File: config.mk
export PLATFORM = sky130hd
export DESIGN_NAME = acondicionador_sensores
export DESIGN_NICKNAME = d
export VERILOG_FILES = /design/src/rtl/acondicionador_sensores_pkg.sv /design/src/rtl/acondicionador_sensores_antirebote.sv /design/src/rtl/acondicionador_sensores.sv
export SDC_FILE = /design/constraint.sdc
export NUM_CORES = 1
export LEC_CHECK = 0
export CAP_MARGIN = 20
export CORE_MARGIN = 2
export CORE_UTILIZATION = 36
export CTS_BUF_LIST = sky130_fd_sc_hd__clkbuf_8
export DETAILED_ROUTE_END_ITERATION = 6
export GPL_ROUTABILITY_DRIVEN = 0
export GPL_TIMING_DRIVEN = 0
export MAX_ROUTING_LAYER = met4
export SETUP_SLACK_MARGIN = 0.15
export SYNTH_ARGS = -nofsm -noshare
export SYNTH_HDL_FRONTEND = slang
export SYNTH_HIERARCHICAL = 1
export SYNTH_SLANG_ARGS = --single-unit
File: constraint.sdc
create_clock -name clk -period 4 [get_ports clk]
set_clock_uncertainty 0.1 [all_clocks]
set_input_delay 0.4 -clock clk [delete_from_list [all_inputs] [get_ports clk]]
set_output_delay 0.4 -clock clk [all_outputs]
set_load 0.1 [all_outputs]
File: src/rtl/acondicionador_sensores_pkg.sv
// Shared sensor constants: conditioning defaults and the monitor's current threshold.
package acondicionador_sensores_pkg;

  // Width of the current sample and of the averaged output.
  localparam int unsigned SensN        = 5;
  // Consecutive stable cycles needed before a flag change is accepted.
  localparam int unsigned SensDebCyc   = 16;
  // log2 of the samples per averaging window.
  localparam int unsigned SensAvgLog2  = 2;

  // Over-current threshold used by the downstream safety monitor.
  localparam logic [SensN-1:0] CorrienteUmbral = 5'b01111;

endpackage

File: src/rtl/acondicionador_sensores_antirebote.sv
// Two-flop synchroniser followed by a counting debouncer for one raw flag.
module antirebote
  import acondicionador_sensores_pkg::*;
#(
  parameter int unsigned DEB_CYC = SensDebCyc
) (
  input  logic clk,
  input  logic rst_n,
  input  logic i_raw,
  output logic o_out
);

  localparam int unsigned     CntW   = (DEB_CYC > 1) ? $clog2(DEB_CYC) : 1;
  localparam logic [CntW-1:0] CntMax = CntW'(DEB_CYC - 1);

  logic            r_sync1;
  logic            r_sync2;
  logic            r_out;
  logic [CntW-1:0] r_cnt;

  // Bring the asynchronous raw flag into the clock domain.
  always_ff @(posedge clk or negedge rst_n) begin
    if (!rst_n) begin
      r_sync1 <= 1'b0;
      r_sync2 <= 1'b0;
    end else begin
      r_sync1 <= i_raw;
      r_sync2 <= r_sync1;
    end
  end

  // Accept a new level only after it has differed from the output for DEB_CYC cycles;
  // any return to the current output level restarts the count.
  always_ff @(posedge clk or negedge rst_n) begin
    if (!rst_n) begin
      r_out <= 1'b0;
      r_cnt <= '0;
    end else if (r_sync2 == r_out) begin
      r_cnt <= '0;
    end else if (r_cnt == CntMax) begin
      r_out <= r_sync2;
      r_cnt <= '0;
    end else begin
      r_cnt <= r_cnt + CntW'(1);
    end
  end

  assign o_out = r_out;

endmodule

File: src/rtl/acondicionador_sensores.sv
// Input conditioning for the safety monitor: debounced flags and block-averaged current.
module acondicionador_sensores
  import acondicionador_sensores_pkg::*;
#(
  parameter int unsigned N        = SensN,
  parameter int unsigned DEB_CYC  = SensDebCyc,
  parameter int unsigned AVG_LOG2 = SensAvgLog2
) (
  input  logic         clk,
  input  logic         rst_n,
  input  logic         interruptor_in,
  input  logic         temp_in,
  input  logic         humo_in,
  input  logic         adc_valid,
  input  logic [N-1:0] adc_dato,
  output logic         interruptor,
  output logic         temp,
  output logic         humo,
  output logic [N-1:0] corriente,
  output logic         corriente_valid
);

  // The accumulator carries AVG_LOG2 extra bits so a full window of maximum samples fits.
  localparam int unsigned      AccW     = N + AVG_LOG2;
  localparam int unsigned      ScntW    = (AVG_LOG2 > 0) ? AVG_LOG2 : 1;
  localparam logic [ScntW-1:0] ScntLast = ScntW'((1 << AVG_LOG2) - 1);

  logic [AccW-1:0]  r_acc;
  logic [ScntW-1:0] r_scnt;
  logic [N-1:0]     r_corriente;
  logic             r_valid;
  logic [AccW-1:0]  w_suma;

  antirebote #(
    .DEB_CYC (DEB_CYC)
  ) u_interruptor (
    .clk   (clk),
    .rst_n (rst_n),
    .i_raw (interruptor_in),
    .o_out (interruptor)
  );

  antirebote #(
    .DEB_CYC (DEB_CYC)
  ) u_temp (
    .clk   (clk),
    .rst_n (rst_n),
    .i_raw (temp_in),
    .o_out (temp)
  );

  antirebote #(
    .DEB_CYC (DEB_CYC)
  ) u_humo (
    .clk   (clk),
    .rst_n (rst_n),
    .i_raw (humo_in),
    .o_out (humo)
  );

  // Include the current sample so a window closes on the same edge as its last sample.
  assign w_suma = r_acc + AccW'(adc_dato);

  // Block averager: accumulate 2^AVG_LOG2 samples, then publish the truncated mean.
  always_ff @(posedge clk or negedge rst_n) begin
    if (!rst_n) begin
      r_acc       <= '0;
      r_scnt      <= '0;
      r_corriente <= '0;
      r_valid     <= 1'b0;
    end else if (adc_valid) begin
      if (r_scnt == ScntLast) begin
        r_corriente <= w_suma[AccW-1:AVG_LOG2];
        r_valid     <= 1'b1;
        r_acc       <= '0;
        r_scnt      <= '0;
      end else begin
        r_acc   <= w_suma;
        r_scnt  <= r_scnt + ScntW'(1);
        r_valid <= 1'b0;
      end
    end else begin
      r_valid <= 1'b0;
    end
  end

  assign corriente       = r_corriente;
  assign corriente_valid = r_valid;

endmodule

==> results by group <==
Status
  • Status: finished, final reports clean

Logic synthesis
  • Ys Warns: 6
  • Sequential fraction of the synthesis area: 0.545
  • Distinct cells, synth: 37
  • Net Count, Synth: 155
  • Mean Syn Cell Area: 12.3 sq um
  • Mapped Area: 0.00165 sq mm
  • Seq cells post-synth: 36
  • Cells after synthesis: 134

STA
  • Final Hold Vio Count: 0
  • Final period utilization: 0.579
  • Post-layout minimum cycle time: 2.32 ns
  • Unrepaired setup endpoints after global routing: false
  • F_max: 432 MHz
  • Tightest Pin Transition: 0.968 ns
  • Rel. slew slack: 0.353
  • Pins over their slew limit: 0
  • Final setup violation count: 0
  • TNS Setup: 0 ns

Die
  • Die X: 71.8 um
  • Die ar.: 0.00515 sq mm
  • IO Pins: 20
  • Core region area: 0.00438 sq mm
  • # rows: 24
  • Initial Util: 0.377
  • Die H: 71.8 um

Global route
  • Pin count of the biggest net entering global routing: 37
  • First-pass GRT wire length: 5.13 mm
  • Gr usage total: 0.133
  • Initial antenna violation count: 0
  • GR Overflow Total: 0
  • Vias in the first global route: 1154

Power and ir drop
  • Worst VDD drop: 0.386 mV
  • Lkg Pwr: 0.874 nW
  • Power per standard cell area: 650 mW/mm^2

Placement
  • Hpwl dp: 2.10 mm
  • Placed instance count: 205
  • I/O Buffers: 19

Setup path
  • CP Launch Type: flop
  • Worst path top cell family by delay: buffers and inverters
  • Critical path required time: 3.50 ns
  • FF-to-FF setup slack: 2.09 ns
  • CP max stage cell: clkdlybuf4s50_1
  • FF-to-FF path depth: 8
  • RR Endpoint: corriente[4]
  • CP Data Arrival Time: 1.82 ns
  • Crit path cell chain: clkdlybuf4s50_1
  • Reg2Reg Launch Point: r_acc[0]
  • Worst path max stage delay: 1.15 ns
  • Worst Path Class, Setup: flop to primary output
  • Buf/Inv on CP: 1
  • Crit Path Max Fanout: 3
  • Critical Path End Type: primary output

Clock tree
  • TritonCTS clock tree: yes
  • Post-cts resize count: 0
  • CTS Sinks: 36
  • Clock root cell: clkbuf_8
  • Worst-path clk slew: 0.07 ns
  • Hold-fix buffers, CTS: 0
  • Clk Latency, worst-skew pair: 0.28 ns
  • Total CTS buffers: 5
  • Htree depth: 2
  • Setup bufs post-CTS: 0
  • CTS max path bufs: 2

Hold path
  • Min-Delay Path Class: input pin to async pin

Routing
  • Post-route ant nets: 0
  • Routed WL: 2.91 mm
  • Via-to-Cell Ratio: 5.13
  • Vias: 1092
  • Routed WL per cell: 13.6 um
  • DRT iter0 DRCs: 51
  • Drt first pass iters: 5
  • Residual DRC count: 0

Layout
  • Filler cell count: 410
  • Antenna Cells: 0
  • Area delta synth->final: 20.8%
  • Nets: 181
  • Most frequent cells in the layout: dfrtp_1 (36), clkdlybuf4s50_1 (18), inv_1 (12)
  • Layout cell share with drive strength beyond 1: 0.137
  • Most common cell after layout, fill and taps aside: dfrtp_1
  • Finished Layout Cells: 213

Job
  • Max-cap viol count: 0
worst reg2reg max path, stage by stage (launching register included):
cell and delay (ns):
dfrtp_1 0.39, ha_1 0.22, inv_1 0.08, fa_1 0.26, nor2b_4 0.06, o31a_4 0.30, o21ai_2 0.15, xor2_1 0.16
o21ai_1 0.07
layout make-up:
type | instances | area, sq um | area share
flip-flops and latches | 36 | 901 | 0.451
multi-input cells | 85 | 703 | 0.352
repair buffers | 19 | 185 | 0.0927
clock buffers | 6 | 82.6 | 0.0414
well taps | 52 | 65.1 | 0.0326
inverters | 11 | 41.3 | 0.0207
clock inverters | 2 | 11.3 | 0.00564
plain buffers | 2 | 7.51 | 0.00376
worst max-delay path by stage:
stage | startpoint | endpoint | slack [ns] | cells past startpoint
after global placement | adc_dato[0] | corriente[4] | 1.64 | 9
after CTS | u_interruptor/o_out | interruptor | 1.67 | 1
final | u_temp/o_out | temp | 1.68 | 1
after global routing | u_temp/o_out | temp | 1.63 | 1
after floorplan | adc_dato[0] | corriente[4] | 2.17 | 8
after detailed placement | adc_dato[0] | corriente[4] | 1.58 | 9
power by group:
group	switching [mW]	leakage (nW)	internal [mW]
Combinational	0.355	0.366	0.187
Clock	0.127	0.0486	0.137
Sequential	0.0521	0.459	0.439
stage by stage:
stage	setup slack [ns]	util	hold WS (ns)	power (mW)	instance area, sq um
5_1_grt	1.63	0.455	0.159	1.38	2000
2_1_floorplan	2.17	-	0.00441	0.914	1650
3_3_place_gp	1.64	0.435	0.234	1.02	1910
6_report	1.68	0.455	0.104	1.30	2000
4_1_cts	1.67	0.455	0.131	1.31	2000
3_5_place_dp	1.58	0.434	0.246	1.04	1900
layer usage:
metal	vias to the layer above	wire [um]	track usage
met5	-	0	-
met4	0	25	0.0440
met3	2	160	0.0478
met2	28	1420	0.208
met1	539	1300	0.160
li1	523	-	-
cells in the mapped netlist:
library cell,instances,share of area
mux2i_1,1,0.0061
o21ai_0,3,0.0091
inv_1,11,0.025
dfrtp_1,36,0.55
nand2b_1,2,0.0076
o21ai_2,1,0.0053
nand3b_1,2,0.0091
mux2_1,1,0.0068
o21bai_1,1,0.0045
a211oi_2,1,0.0076
nand3_2,3,0.018
clkbuf_1,2,0.0045
a211oi_1,1,0.0045
o22ai_1,2,0.0076
nor3_1,1,0.0030
o32ai_1,2,0.011
nor2b_4,1,0.0083
xor2_1,3,0.016
nor2_1,4,0.0091
o21ai_1,5,0.015
ha_1,9,0.068
a21oi_1,6,0.018
o211ai_1,1,0.0045
o311ai_1,1,0.0053
xnor2_1,6,0.032
fa_1,1,0.012
nand3_1,1,0.0030
nor2b_1,3,0.011
a21oi_2,1,0.0053
o31ai_1,3,0.014
o31a_4,1,0.011
nand4b_1,3,0.016
nand2_1,6,0.014
o21a_1,2,0.0091
mux2_4,3,0.027
nor3b_2,3,0.023
a21o_1,1,0.0045
state kept, by name, indices dropped and copies added, names as in the netlist:
| signal | cells |
|---|---|
| u_temp/r_sync2 | 1 |
| u_humo/r_sync1 | 1 |
| u_humo/r_sync2 | 1 |
| u_interruptor/r_sync1 | 1 |
| u_humo/r_cnt | 4 |
| u_temp/o_out | 1 |
| u_humo/o_out | 1 |
| u_temp/r_sync1 | 1 |
| u_temp/r_cnt | 4 |
| r_scnt | 2 |
| corriente_valid | 1 |
| corriente | 5 |
| u_interruptor/o_out | 1 |
| u_interruptor/r_cnt | 4 |
| r_acc | 7 |
| u_interruptor/r_sync2 | 1 |
logic make-up after synthesis:
logic type	count (synthesis)	synth area share
AND/OR/NAND/NOR	29	0.122
buffers and inverters	13	0.0295
AO/OA/AOI/OAI	32	0.136
adder cells (fa/ha/maj)	10	0.0802
XOR/XNOR	9	0.0477
flip-flops	36	0.545
multiplexers	5	0.0401
No activity file was read; power rests on OpenSTA's default activity.
